==> config.mk <==
export PLATFORM = sky130hd
export DESIGN_NAME = ex_push_arb
export DESIGN_NICKNAME = d
export VERILOG_FILES = /design/src/rtl/ex_pkg.sv /design/src/rtl/ex_src_mux.sv /design/src/rtl/ex_push_arb.sv
export SDC_FILE = /design/constraint.sdc
export NUM_CORES = 1
export LEC_CHECK = 0
export CAP_MARGIN = 10
export CORE_MARGIN = 4
export CORE_UTILIZATION = 66
export CTS_BUF_LIST = sky130_fd_sc_hd__clkbuf_4 sky130_fd_sc_hd__clkbuf_8
export DETAILED_ROUTE_END_ITERATION = 8
export DONT_BUFFER_PORTS = 1
export PLACE_DENSITY_LB_ADDON = 0.2
export SLEW_MARGIN = 20
export SYNTH_ARGS = -nofsm -noshare
export SYNTH_HDL_FRONTEND = slang
export SYNTH_HIERARCHICAL = 1
export SYNTH_SLANG_ARGS = --single-unit
==> constraint.sdc <==
create_clock -name clk_sys -period 3.6 [get_ports clk_sys]
set_input_delay 0.36 -clock clk_sys [delete_from_list [all_inputs] [get_ports clk_sys]]
set_output_delay 0.36 -clock clk_sys [all_outputs]
set_load 0.1 [all_outputs]
==> src/rtl/ex_pkg.sv <==
// Shared constants and encodings for the ex_top push-register frame sequencer.
// Consumed by ex_src_mux and ex_push_arb.
package ex_pkg;

    localparam int          NBYTE       = 32;
    localparam int          CNT_W       = $clog2(NBYTE);
    localparam logic [7:0]  HDR         = 8'hA5;
    localparam logic [9:0]  FX_PORT_OFS = 10'h080;
    localparam logic [15:0] TIMEOUT     = 16'd50000;

    typedef enum logic [1:0] {
        IDLE  = 2'd0,
        LOAD  = 2'd1,
        CKSUM = 2'd2
    } state_t;

    typedef enum logic {
        SRC_SPI = 1'b0,
        SRC_FX  = 1'b1
    } src_t;

endpackage

==> src/rtl/ex_src_mux.sv <==
// Decodes SPI / fx-bus byte events, resolves header tie-breaks in IDLE and
// passes only the granted source's bytes once a frame is in progress.
module ex_src_mux
    import ex_pkg::*;
(
    input  logic        i_idle,
    input  src_t        i_grant,
    input  logic        i_mcu_sel,
    input  logic        i_spi_vld,
    input  logic [7:0]  i_spi_data,
    input  logic        i_fx_wr,
    input  logic [15:0] i_fx_waddr,
    input  logic [7:0]  i_fx_data,
    input  logic [5:0]  i_mod_id,
    output logic        o_vld,
    output logic [7:0]  o_data,
    output src_t        o_src
);

    logic w_fx_ev;
    logic w_spi_hdr;
    logic w_fx_hdr;

    assign w_fx_ev   = i_fx_wr && (i_fx_waddr[15:10] == i_mod_id)
                               && (i_fx_waddr[9:0] == FX_PORT_OFS);
    assign w_spi_hdr = i_spi_vld && (i_spi_data == HDR);
    assign w_fx_hdr  = w_fx_ev && (i_fx_data == HDR);

    always_comb begin
        o_vld = 1'b0;
        o_src = i_grant;
        if (i_idle) begin
            // In IDLE only a header byte can open a frame; anything else is dropped.
            if (w_spi_hdr && w_fx_hdr) begin
                o_src = i_mcu_sel ? SRC_SPI : SRC_FX;
            end else if (w_spi_hdr) begin
                o_src = SRC_SPI;
            end else if (w_fx_hdr) begin
                o_src = SRC_FX;
            end
            o_vld = w_spi_hdr || w_fx_hdr;
        end else begin
            o_vld = (i_grant == SRC_SPI) ? i_spi_vld : w_fx_ev;
        end
        o_data = (o_src == SRC_SPI) ? i_spi_data : i_fx_data;
    end

endmodule

==> src/rtl/ex_push_arb.sv <==
// Frame sequencer in front of the 256-bit push register: header, 32 payload
// bytes, optional checksum byte (EX_PUSH_CKSUM_EN), atomic commit to exp_data.
module ex_push_arb
    import ex_pkg::*;
(
    input  logic         clk_sys,
    input  logic         rst_n,
    input  logic [7:0]   spi_data,
    input  logic         spi_vld,
    input  logic         mcu_sel,
    input  logic         fx_wr,
    input  logic [15:0]  fx_waddr,
    input  logic [7:0]   fx_data,
    input  logic [5:0]   mod_id,
    output logic [255:0] exp_data,
    output logic         exp_vld,
    output logic         frm_err,
    output logic         busy,
    output logic         src_cur
);

    localparam logic [CNT_W-1:0] LAST = CNT_W'(NBYTE - 1);

    state_t             r_state;
    src_t               r_src;
    logic [CNT_W-1:0]   r_cnt;
    logic [15:0]        r_idle;
    logic [NBYTE*8-1:0] r_shadow;
    logic [NBYTE*8-1:0] r_exp_data;
    logic               r_exp_vld;
    logic               r_frm_err;
    logic               r_busy;
`ifdef EX_PUSH_CKSUM_EN
    logic [7:0]         r_sum;
`endif

    logic               w_vld;
    logic [7:0]         w_byte;
    src_t               w_src;
    logic               w_timeout;

    ex_src_mux u_src_mux (
        .i_idle     (r_state == IDLE),
        .i_grant    (r_src),
        .i_mcu_sel  (mcu_sel),
        .i_spi_vld  (spi_vld),
        .i_spi_data (spi_data),
        .i_fx_wr    (fx_wr),
        .i_fx_waddr (fx_waddr),
        .i_fx_data  (fx_data),
        .i_mod_id   (mod_id),
        .o_vld      (w_vld),
        .o_data     (w_byte),
        .o_src      (w_src)
    );

    assign w_timeout = (r_state != IDLE) && !w_vld && (r_idle == TIMEOUT - 16'd1);

    always_ff @(posedge clk_sys or negedge rst_n) begin
        if (!rst_n) begin
            r_state    <= IDLE;
            r_src      <= SRC_SPI;
            r_cnt      <= '0;
            r_idle     <= '0;
            r_shadow   <= '0;
            r_exp_data <= '0;
            r_exp_vld  <= 1'b0;
            r_frm_err  <= 1'b0;
            r_busy     <= 1'b0;
`ifdef EX_PUSH_CKSUM_EN
            r_sum      <= '0;
`endif
        end else begin
            r_exp_vld <= 1'b0;
            r_frm_err <= 1'b0;
            if (w_timeout) begin
                // Stalled frame: the partial shadow is simply never committed.
                r_frm_err <= 1'b1;
                r_busy    <= 1'b0;
                r_state   <= IDLE;
            end else begin
                if (r_state != IDLE) begin
                    r_idle <= w_vld ? 16'd0 : r_idle + 16'd1;
                end
                case (r_state)
                    IDLE: begin
                        if (w_vld) begin
                            r_src   <= w_src;
                            r_busy  <= 1'b1;
                            r_cnt   <= '0;
                            r_idle  <= '0;
                            r_state <= LOAD;
`ifdef EX_PUSH_CKSUM_EN
                            r_sum   <= '0;
`endif
                        end
                    end
                    LOAD: begin
                        if (w_vld) begin
                            r_shadow[{r_cnt, 3'b000} +: 8] <= w_byte;
                            r_cnt <= r_cnt + 1'b1;
`ifdef EX_PUSH_CKSUM_EN
                            r_sum <= r_sum + w_byte;
                            if (r_cnt == LAST) begin
                                r_state <= CKSUM;
                            end
`else
                            if (r_cnt == LAST) begin
                                r_exp_data <= {w_byte, r_shadow[NBYTE*8-9:0]};
                                r_exp_vld  <= 1'b1;
                                r_busy     <= 1'b0;
                                r_state    <= IDLE;
                            end
`endif
                        end
                    end
`ifdef EX_PUSH_CKSUM_EN
                    CKSUM: begin
                        if (w_vld) begin
                            if (w_byte == r_sum) begin
                                r_exp_data <= r_shadow;
                                r_exp_vld  <= 1'b1;
                            end else begin
                                r_frm_err  <= 1'b1;
                            end
                            r_busy  <= 1'b0;
                            r_state <= IDLE;
                        end
                    end
`endif
                    default: begin
                        r_busy  <= 1'b0;
                        r_state <= IDLE;
                    end
                endcase
            end
        end
    end

    assign exp_data = r_exp_data;
    assign exp_vld  = r_exp_vld;
    assign frm_err  = r_frm_err;
    assign busy     = r_busy;
    assign src_cur  = r_src;

endmodule

==> results.txt, run 1 <==
At the worst endpoint, the arrival time is 3650 ps. The via count came out at 14300. The first global-routing pass estimated between 80000 and 90000 um of wire. VDD sags by at most 392 uV. The number of detailed-routing iterations run before antenna repair is 5. The number of hold violations in the final report is 529. Summed over all failing endpoints, the final setup total negative slack is 0 ps. The number of inserted filler cells in the final layout is ~2200. The post-cts sizing count came out at 0. In the final routed layout, each cell accounts on average for 20.7 um. The detailed-route DRC error count is 0. The area of the die came out at approximately 36000 um2.

The sequential element share of the synthesized area is 0.612. The worst setup path is launched from a flop. From left edge to right edge, the die measures approximately 190 um.

The clock period minus worst slack is 3180 ps. The vertical extent of the die is 189 um. The number of clock buffers inserted by TritonCTS is 83. The buffer depth of the longest clock path came out at 3. The number of setup violations in the final report is 0. The clock sink total came out at 529. After synthesis, the cell types taking the most area are sky130_fd_sc_hd__dfrtp_1, sky130_fd_sc_hd__nand2_1, sky130_fd_sc_hd__mux2_2. The run finished, with violations left.

Setup repair after global routing left no endpoint under its margin. The CTS H-tree depth is 3. The area of the core is 32500 um2.

The number of enable flip-flop cells after synthesis is 0. After synthesis the netlist holds a flip-flop and latch count of 529. The worst setup path is of the flop to flop kind. Based on the critical path, the design can be clocked at up to 0.315 GHz.

The worst slew margin relative to its limit is -0.0829. After the first detailed-routing iteration, the DRC count stood at about 1100. Data on the critical path is required at its endpoint by 4070 ps. The post-synthesis instance area came out at 21600 um2. In this run the post-CTS setup repair buffer count came out at 0. On the final layout, the worst hold slack is -544 ps. The maximum fanout count along the critical path came out at 14. TritonCTS built the clock tree.

The number of pins exceeding their max-slew limit in the final report came out at between 100 and 150. The worst setup path is captured at a flop. The endpoint identified for the worst register-to-register timing path is r_shadow[119]$_DFFE_PN0P_. The initial antenna violation count came out at 0. Of all cell types, the one taking the most synthesized area is sky130_fd_sc_hd__dfrtp_1. The most repeated cell in the gate-level netlist after synthesis is sky130_fd_sc_hd__nand2_1. The share of synthesized area in the top cell type comes to 0.612. The leakage dissipation is 0.0129 uW.

For this configuration, the core starts out at a cell density of 0.666. The class of the most critical hold timing path is primary input to async pin. At the pin with the least slew margin, the transition time is 1620 ps. For this design the top-level I/O count stands at ~300. The via-per-instance ratio came out at 5.75.

The power density over the cells is approximately 660 nW/um2. The post-route clock period utilization came out at 0.883. The average instance area after synthesis is 11.1 um2. The checks that failed: hold timing, slew limit.

The reported max-cap violation count is 0. The layout-stage area growth over the synthesis result came out at 10.6%. Of the cells placed in the final design, the portion with a size suffix greater than 1 is 0.240. Counting flops with an async set or reset pin after synthesis yields a share of 1.00. The worst reg2reg path depth is 6. In this run the tool buffered the top-level ports with 0 buffer cells. The worst path setup slack after routing is 423 ps. The register clock-pin slew on the reported worst setup and hold paths is 60 ps. Once placement finished, the instance area stood at around 22000 um2. The overall power of the completed layout is 15800 uW. In this run the worst setup path terminates at r_shadow[119]$_DFFE_PN0P_. The pin count of the biggest net entering global routing came out at 530. The number of cell rows is 66.

Counting every net in the synthesized netlist gives 2000. The number of nets in the final layout came out at just over 2000. The synthesized instance count came out at 1949. The most critical setup path has its startpoint at r_cnt[0]$_DFFE_PN0P_. The clock latency of the later-clocked register in the worst-skew pair is 600 ps.

The cell sitting at the root of the clock tree is a sky130_fd_sc_hd__clkbuf_8. The start of the worst register-to-register path is r_cnt[0]$_DFFE_PN0P_. The detailed-route wire length is 51300 um. The worst-case clock skew is about 18 ps. For this run, the total global-route usage over all layers was measured as 0.290. The weighted congestion reported at the end of routability-driven placement is around 0.86.

The worst setup slack after placement is 145 ps. Measured on the finished design, the core utilization comes to 0.737. After synthesis, the netlist uses 67 different library cells. The register-to-register setup slack is 420 ps. The count of nets left with antenna violations once routing finished came out at 0. The commonest cells after synthesis are sky130_fd_sc_hd__nand2_1, sky130_fd_sc_hd__dfrtp_1, sky130_fd_sc_hd__mux2_2, sky130_fd_sc_hd__clkbuf_1, sky130_fd_sc_hd__nor2_1. The total number of yosys warnings is 6.

The aggregate global routing overflow is 0. The design area came out at 23900 um2. The half-perimeter wire length of the detailed placement result came out at approximately 33000 um. The number of global-route vias before repair is 14700. The most used flip-flop cell after synthesis is sky130_fd_sc_hd__dfrtp_1.
## worst max-delay path, cell delays in order, from the launching register on
cell and delay [ps]:
sky130_fd_sc_hd__dfrtp_1 680, sky130_fd_sc_hd__inv_1 240, sky130_fd_sc_hd__ha_1 320, sky130_fd_sc_hd__xor2_1 180, sky130_fd_sc_hd__nor3b_2 800, sky130_fd_sc_hd__o211ai_2 420, sky130_fd_sc_hd__mux2_2 400
## metal layers
layer | part of all wire | global-route usage | vias to the layer above
met1 | 0.41 | 0.387 | 7277
met3 | 0.083 | 0.0885 | 80
li1 | - | - | 6430
met5 | 0 | 0 | -
met2 | 0.48 | 0.466 | 480
met4 | 0.024 | 0.0860 | 0
## state kept, by name (all words and copies together), names as in the netlist
| signal | cells |
|---|---|
| exp_data | 256 |
| r_shadow | 248 |
| r_idle | 16 |
| r_cnt | 5 |
| busy | 1 |
| exp_vld | 1 |
| frm_err | 1 |
| src_cur | 1 |
## layout make-up
cell class	instances	area, um2	share of cell area
well taps	442	553	0.0231
diodes	1	2.50	0.000105
repair buffers	36	320	0.0134
clock buffers	139	1680	0.0700
clock inverters	9	61.3	0.00256
inverters	11	48.8	0.00204
flip-flops and latches	529	13200	0.553
multi-input cells	1314	8030	0.336
## logic make-up after synthesis
family | count (synthesis) | share of synthesized area
XOR/XNOR | 18 | 0.00798
AO/OA/AOI/OAI | 52 | 0.0263
buffers and inverters | 106 | 0.0197
multiplexers | 257 | 0.136
flip-flops | 529 | 0.612
adder cells (fa/ha/maj) | 8 | 0.00463
AND/OR/NAND/NOR | 979 | 0.193
## report_power, final
group          internal (uW)  switching, uW  total, uW
Sequential              6820           1280       8100
Clock                   2930           2260       5180
Combinational           1110           1400       2520
## metrics by stage
| stage | hold slack (ps) | cells |
|---|---|---|
| after floorplan | 64.4 | 1949 |
| after global placement | 78.0 | 2332 |
| after detailed placement | 78.1 | 2332 |
| after CTS | -576 | 2480 |
| after global routing | -584 | 2480 |
| final | -544 | 2481 |
## layout by cell type, fill, tap and decap left out, drive strengths merged, types with 8 or more instances in the layout
| cell type | count |
|---|---|
| ha | 8 |
| o211ai | 14 |
| dfrtp | 529 |
| mux2 | 254 |
| o21ai | 13 |
| inv | 12 |
| nand2 | 788 |
| and3 | 34 |
| nand4 | 18 |
| clkbuf | 139 |
| and2 | 13 |
| buf | 36 |
| xnor2 | 14 |
| nand3 | 26 |
| nor2 | 48 |
## how the worst min path moves through the flow
stage | from | endpoint | slack, ps | cells after the start
floorplan | rst_n | busy$_DFFE_PN0P_ | 60 | 0
global placement | rst_n | exp_data[216]$_DFFE_PN0P_ | 80 | 0
detailed placement | rst_n | exp_data[216]$_DFFE_PN0P_ | 80 | 0
CTS | rst_n | r_shadow[68]$_DFFE_PN0P_ | -580 | 0
global route | rst_n | exp_data[90]$_DFFE_PN0P_ | -580 | 0
finish | rst_n | exp_data[216]$_DFFE_PN0P_ | -540 | 0
(Power assumes the default switching activity.)
==> run 2: changes to the inputs <==
Settings changed: CORE_UTILIZATION 66 to 65, CTS_BUF_LIST sky130_fd_sc_hd__clkbuf_4 sky130_fd_sc_hd__clkbuf_8 to sky130_fd_sc_hd__clkbuf_4, RECOVER_POWER set to 25.
==> results.txt, run 2 (synthesized netlist as in run 1, its figures left out) <==
The initial antenna violation count came out at 1 (+1). The buffer depth of the longest clock path came to 3 (unchanged). The total of buffers placed on input and output ports is 0 (unchanged). The post-cts sizing count came to 0 (unchanged).

The flip-flop count of the largest register after layout came out at 256 (unchanged). The worst-case clock skew is 33.1 ps (+14.9 ps). The worst setup path is launched from a flop.

The number of setup violations in the final report is 0 (unchanged). The vertical extent of the die was 190 um (+0.73%). The wire length of the first global-routing pass came out at 83400 um (+1.7%). The detailed-route DRC error count is 0 (unchanged). The layout-stage area growth over the synthesis result is 11.1%. The CTS H-tree depth is 4 (+1). The number of global-route vias before repair was 15400 (+4.8%). The number of hold violations in the final report came out at 529 (unchanged). The detailed-route wire length is 52200 um (+1.7%). Leaving out fill and tap cells, the most frequent cells in the layout are sky130_fd_sc_hd__nand2_1, sky130_fd_sc_hd__dfrtp_1, sky130_fd_sc_hd__mux2_2.

The maximum fanout count along the critical path came out at 10 (-4). The final sum of negative setup slack came out at 0 ps (unchanged). The weighted congestion reported at the end of routability-driven placement is 0.860 (about the same).

The buffer and inverter count on the worst path is 1 (unchanged). The post-route clock period utilization was 0.829 (-0.0531). The area of the core came to 32700 um2 (+0.76%). The via count is 14600 (+2.0%). The number of nets with antenna violations after detailed routing came to 0 (unchanged). The die width is 190 um (+0.73%).

The leading cell type in the layout, fill and taps excluded is sky130_fd_sc_hd__nand2_1. For this design, the slowest cell found on the critical path is sky130_fd_sc_hd__nor3b_2. The peak supply drop came out at 339 uV (-14%). The run finished, with violations left. The post-CTS setup buffer count is 0 (unchanged).

On the critical path the largest part of the delay comes from simple AND/OR/NAND/NOR gates. In this run the worst hold path is classified as primary input to async pin. The clock tree root driver cell is sky130_fd_sc_hd__clkbuf_4. The pin count of the biggest net entering global routing came out at 530 (unchanged). Traced cell by cell, the critical path runs through inv_1 > ha_1 > xor2_1 > nor3b_2 > o211ai_2 > mux2_2. The number of detailed-routing iterations run before antenna repair was 5 (unchanged).

The checks that failed: hold timing. The highest attainable clock frequency was 0.335 GHz (+6.4%). The delay contributed by the slowest stage of the critical path is 790 ps (about the same). The design area is 24000 um2 (+0.43%).

The number of clock buffers inserted by TritonCTS is 134 (+61%). The half-perimeter wire length of the detailed placement result is 33000 um (+0.88%). The area of the die is 36300 um2 (+1.5%). The via-per-instance ratio came out at 5.68 (-1.3%).

The worst slew margin relative to its limit came to 0.0322 (+0.115). The leakage dissipation came out at 0.0130 uW (+1.2%). The data arrival time of the worst path is 3640 ps (about the same). The clock latency of the later-clocked register in the worst-skew pair came to 810 ps (+210 ps). The average wire per cell in the routed design is 20.4 um (-1.6%). The power density over the cells came out at 666 nW/um2 (+0.93%). The number of cell rows came out at 66 (unchanged).

The number of inserted filler cells in the final layout is 2294 (+2.4%). The overall global routing resource usage came out at 0.293 (+0.00289). The placed standard-cell area is 22200 um2 (about the same). TritonCTS built the clock tree. The number of pins exceeding their max-slew limit in the final report came out at 0 (-100%). The worst setup path is captured at a flop. The reported max-cap violation count was 0 (unchanged). The clock period minus worst slack came to 2990 ps (-191 ps).

The I/O pin count is 303 (unchanged). The clock sink total is 529 (unchanged). The worst slack on hold paths came to -719 ps (-175 ps).

Setup repair after global routing left no endpoint under its margin. The number of nets in the final layout was 2075 (+2.4%). The aggregate global routing overflow came out at 0 (unchanged). The register clock-pin slew on the reported worst setup and hold paths is 70 ps (about the same). The transition time at the pin with the least slew margin is 1450 ps (-173 ps). The critical path in this run is classified as flop to flop. The number of violations reported at the end of detailed-routing iteration 0 is 1116 (+0.27%). The effective utilization at floorplan was 0.661 (-0.00505). The required time at the worst-slack endpoint came to 4260 ps (+190 ps). The ratio of cells with drive above 1 in the final layout is 0.262 (+0.0212).
==> run 2: cell type report <==
cell class	instances	area (um2)	share of cell area
antenna	1	2.50	0.000104
clock buffer	201	1510	0.0628
clock inverter	32	318	0.0132
inverter	11	48.8	0.00203
multi-input combinational	1314	8040	0.335
sequential	529	13200	0.551
tap	442	553	0.0230
timing repair buffer	34	325	0.0135
==> run 2: stage by stage <==
| step | utilization | power [uW] | worst slack [ps] | std cells | hold slack [ps] |
|---|---|---|---|---|---|
| final | 0.735 | 16000 | 614 | 2564 | -719 |
| after detailed placement | 0.678 | 10700 | 181 | 2329 | 79.9 |
| after CTS | 0.734 | 16100 | 609 | 2562 | -819 |
| after global routing | 0.735 | 16800 | 423 | 2564 | -808 |
| after floorplan | - | 9920 | 149 | 1949 | 64.4 |
| after global placement | 0.678 | 10500 | 246 | 2329 | 78.2 |
==> run 2: layer usage <==
layer | wire (um) | global-route usage | share of wire
met5 | 0 | 0 | 0
met4 | 1730 | 0.131 | 0.033
met3 | 4640 | 0.101 | 0.089
met2 | 24800 | 0.457 | 0.48
met1 | 21000 | 0.375 | 0.40
==> run 2: final timing paths <==
| check | startpoint | end | slack [ps] | depth (start not counted) |
|---|---|---|---|---|
| max in group asynchronous | rst_n | exp_data[166]$_DFFE_PN0P_ | 3140 | 0 |
| min | rst_n | exp_data[219]$_DFFE_PN0P_ | -720 | 0 |
| min in group clk_sys | fx_data[6] | exp_data[254]$_DFFE_PN0P_ | 90 | 4 |
| max reg2reg | r_cnt[1]$_DFFE_PN0P_ | r_shadow[112]$_DFFE_PN0P_ | 610 | 6 |
| min reg2reg | r_shadow[95]$_DFFE_PN0P_ | exp_data[95]$_DFFE_PN0P_ | 440 | 2 |
| max | r_cnt[1]$_DFFE_PN0P_ | r_shadow[112]$_DFFE_PN0P_ | 610 | 6 |
==> run 2: where the power goes <==
group	internal, uW	total, uW	leakage [uW]	switching, uW
combinational	1090	2490	0.00465	1400
sequential	6810	8090	0.00731	1280
clock	3050	5430	0.00108	2380
total	11000	16000	0.0130	5060
==> run 3: changes to the inputs <==
Settings changed: CORE_UTILIZATION 65 to 59.
Clock period 3.6 ns to 2.4 ns, I/O delays scaled along.
==> results.txt, run 3 (synthesized netlist as in run 1, its figures left out) <==
The run finished, with violations left. The checks that failed: hold timing, slew limit, setup timing. The worst slew margin relative to its limit came out at -0.107 (-0.139). The end of the worst register-to-register path is r_shadow[2]$_DFFE_PN0P_. The register-to-register setup slack came out at -80 ps (-700 ps). The via-per-instance ratio was 5.49 (-3.2%). The met2 track utilization from global routing came to 0.453 (-0.00396). The flip-flop count of the largest register after layout came out at 256 (unchanged). The leakage dissipation is 0.0142 uW (+9.1%). The average wire per cell in the routed design came to 20.0 um (-1.6%).

The slowest cell on the critical path is sky130_fd_sc_hd__dfrtp_4. The number of nets in the final layout came out at 2288 (+10%). The area of the core was 35800 um2 (+9.6%). The top cell types in the final layout, fill and taps aside, are sky130_fd_sc_hd__nand2_1, sky130_fd_sc_hd__dfrtp_1, sky130_fd_sc_hd__mux2_2. The overall global routing resource usage is 0.277 (-0.0153). The worst path setup slack after routing came out at -83.8 ps (-698 ps). The area of the die is 39800 um2 (+9.7%).

The met3 routing resource usage after global routing is 0.0781 (-0.0234). The required time at the worst-slack endpoint is 3090 ps (-1170 ps). The worst-case clock skew is 47.4 ps (+14.3 ps). The layer flagged by global routing as most heavily used is met2. The number of violations reported at the end of detailed-routing iteration 0 came out at 1083 (-3.0%). The worst slack on hold paths is -883 ps (-164 ps). The buffer depth of the longest clock path is 3 (unchanged). The number of hold violations in the final report came out at 529 (unchanged). The number of setup violations in the final report came out at 93 (+93). The via count is 15300 (+5.1%). The aggregate global routing overflow is 0 (unchanged).

STA classifies the critical path startpoint as a flop. The initial antenna violation count is 3 (+2). The critical path is of the flop to flop type. The number of global-route vias before repair is 15900 (+2.9%). The wire length of the first global-routing pass is 85900 um (+3.0%). The CTS H-tree depth came to 4 (unchanged). The worst hold path belongs to the class primary input to async pin. The buffer and inverter count on the worst path came to 5 (+4). The delay contributed by the slowest stage of the critical path was 490 ps (-300 ps).

The number of clock buffers inserted by TritonCTS came out at 134 (unchanged). The ratio of cells with drive above 1 in the final layout came out at 0.325 (+0.0633). The post-route clock period utilization came to 1.03 (+0.205). The total of buffers placed on input and output ports came out at 0 (unchanged). The number of pins exceeding their max-slew limit in the final report is 120 (+120).

The detailed-route wire length was 55800 um (+6.9%). The clock sink total is 529 (unchanged). The effective utilization at floorplan was 0.604 (-0.0577). In this run the clock root is driven by a sky130_fd_sc_hd__clkbuf_4. The maximum fanout count along the critical path is 8 (-2). The detailed-route DRC error count came out at 0 (unchanged). The met1 usage in global routing came out at 0.360 (-0.0150). The number of detailed-routing iterations run before antenna repair came out at 5 (unchanged). The number of cell rows is 69 (+4.5%). Setup repair after global routing could not meet its margin everywhere. The highest attainable clock frequency came out at 0.403 GHz (+20%).

The number of nets with antenna violations after detailed routing is 0 (unchanged). The pin count of the biggest net entering global routing is 530 (unchanged). The die width is 199 um (+4.8%). The data arrival time of the worst path is 3180 ps (-460 ps). The half-perimeter wire length of the detailed placement result came to 36300 um (+10%). The reported max-cap violation count came to 0 (unchanged). The worst reg2reg path depth is 11 (+5).

The vertical extent of the die came out at 199 um (+4.8%). The total placed cells including tap cells came out at 2537 (+8.9%). The clock latency of the later-clocked register in the worst-skew pair came to 830 ps (+20 ps). The power density over the cells came out at 926 nW/um2 (+39%). The most frequent cell on the critical path is sky130_fd_sc_hd__buf_6. The gate family responsible for the most delay along the worst path is buffers and inverters.

The register clock-pin slew on the reported worst setup and hold paths came out at 70 ps (about the same). The number of standard cells in the layout, taps in and fillers out was 2785 (+8.6%). Leaving out fill and tap cells, the most frequent cell in the layout is sky130_fd_sc_hd__nand2_1. Traced cell by cell, the critical path runs through inv_4 > buf_6 > a211oi_4 > a31oi_2 > buf_6 > nand3_1 > mux2i_4 > buf_6 > and4_1 > buf_6 > mux2_4. The CTS tree is done.

The start of the worst register-to-register path is src_cur$_DFFE_PN0P_. Buffers inserted to repair hold after CTS numbered 16. The critical path endpoint category is a flop. The peak supply drop came out at 521 uV (+54%). From synthesis to final layout, the design area changed by 21.4%.

The clock period minus worst slack came out at 2480 ps (-502 ps). The number of inserted filler cells in the final layout was 2455 (+7.0%). The worst setup slack after placement is -657 ps (-838 ps). The I/O pin count was 303 (unchanged). The weighted congestion reported at the end of routability-driven placement was 0.892 (+3.8%).

The transition time at the pin with the least slew margin is 1660 ps (+209 ps).
==> run 3: worst max path at each step <==
stage,depth (start not counted),slack (ps),start,to
2_1_floorplan,9,-550,fx_waddr[3],r_shadow[160]$_DFFE_PN0P_
3_3_place_gp,10,-590,fx_waddr[3],r_shadow[162]$_DFFE_PN0P_
3_5_place_dp,11,-660,fx_waddr[3],r_shadow[116]$_DFFE_PN0P_
4_1_cts,10,-90,src_cur$_DFFE_PN0P_,r_shadow[224]$_DFFE_PN0P_
5_1_grt,11,-160,src_cur$_DFFE_PN0P_,r_shadow[2]$_DFFE_PN0P_
6_report,11,-80,src_cur$_DFFE_PN0P_,r_shadow[2]$_DFFE_PN0P_
==> run 3: report_power, final <==
group / switching [uW] / internal, uW / leakage, uW
logic: 3120 / 2340 / 0.00594
clock network: 3460 / 3800 / 0.000961
registers: 1360 / 10200 / 0.00731
total: 7950 / 16400 / 0.0142
==> run 3: timing repair <==
item / in CTS / in global routing
pin swaps: 6 / 4
buffers inserted: 4 / 4
endpoints found under the hold margin: 579 / 529
resized for setup: 47 / 20
gates cloned: 0 / 1
setup endpoints to repair: 430 / 398
==> run 3: area by class of cell <==
cell class / instances / area, um2 / area share
Clock inverter: 31 / 175 / 0.00667
Clock buffer: 188 / 1410 / 0.0537
Antenna cell: 4 / 10.0 / 0.000381
Sequential cell: 529 / 13200 / 0.504
Tap cell: 461 / 577 / 0.0220
Timing Repair Buffer: 247 / 2380 / 0.0907
Inverter: 11 / 56.3 / 0.00214
Multi-Input combinational cell: 1314 / 8410 / 0.320
==> run 3: metal layers <==
metal / part of all wire / vias up / wire length [um]
met3: 0.073 / 111 / 4050
li1: - / 7028 / -
met1: 0.41 / 7670 / 22900
met5: 0 / - / 0
met2: 0.49 / 492 / 27300
met4: 0.027 / 0 / 1530
==> run 3: metrics by stage <==
stage / cell area (um2) / power [uW] / setup TNS (ps) / util
2_1_floorplan: 21800 / 15000 / -93480 / -
3_3_place_gp: 24100 / 16600 / -208540 / 0.672
3_5_place_dp: 24100 / 16800 / -228910 / 0.672
4_1_cts: 26100 / 24300 / -1380 / 0.728
5_1_grt: 26300 / 25500 / -16810 / 0.733
6_report: 26300 / 24300 / -2800 / 0.733
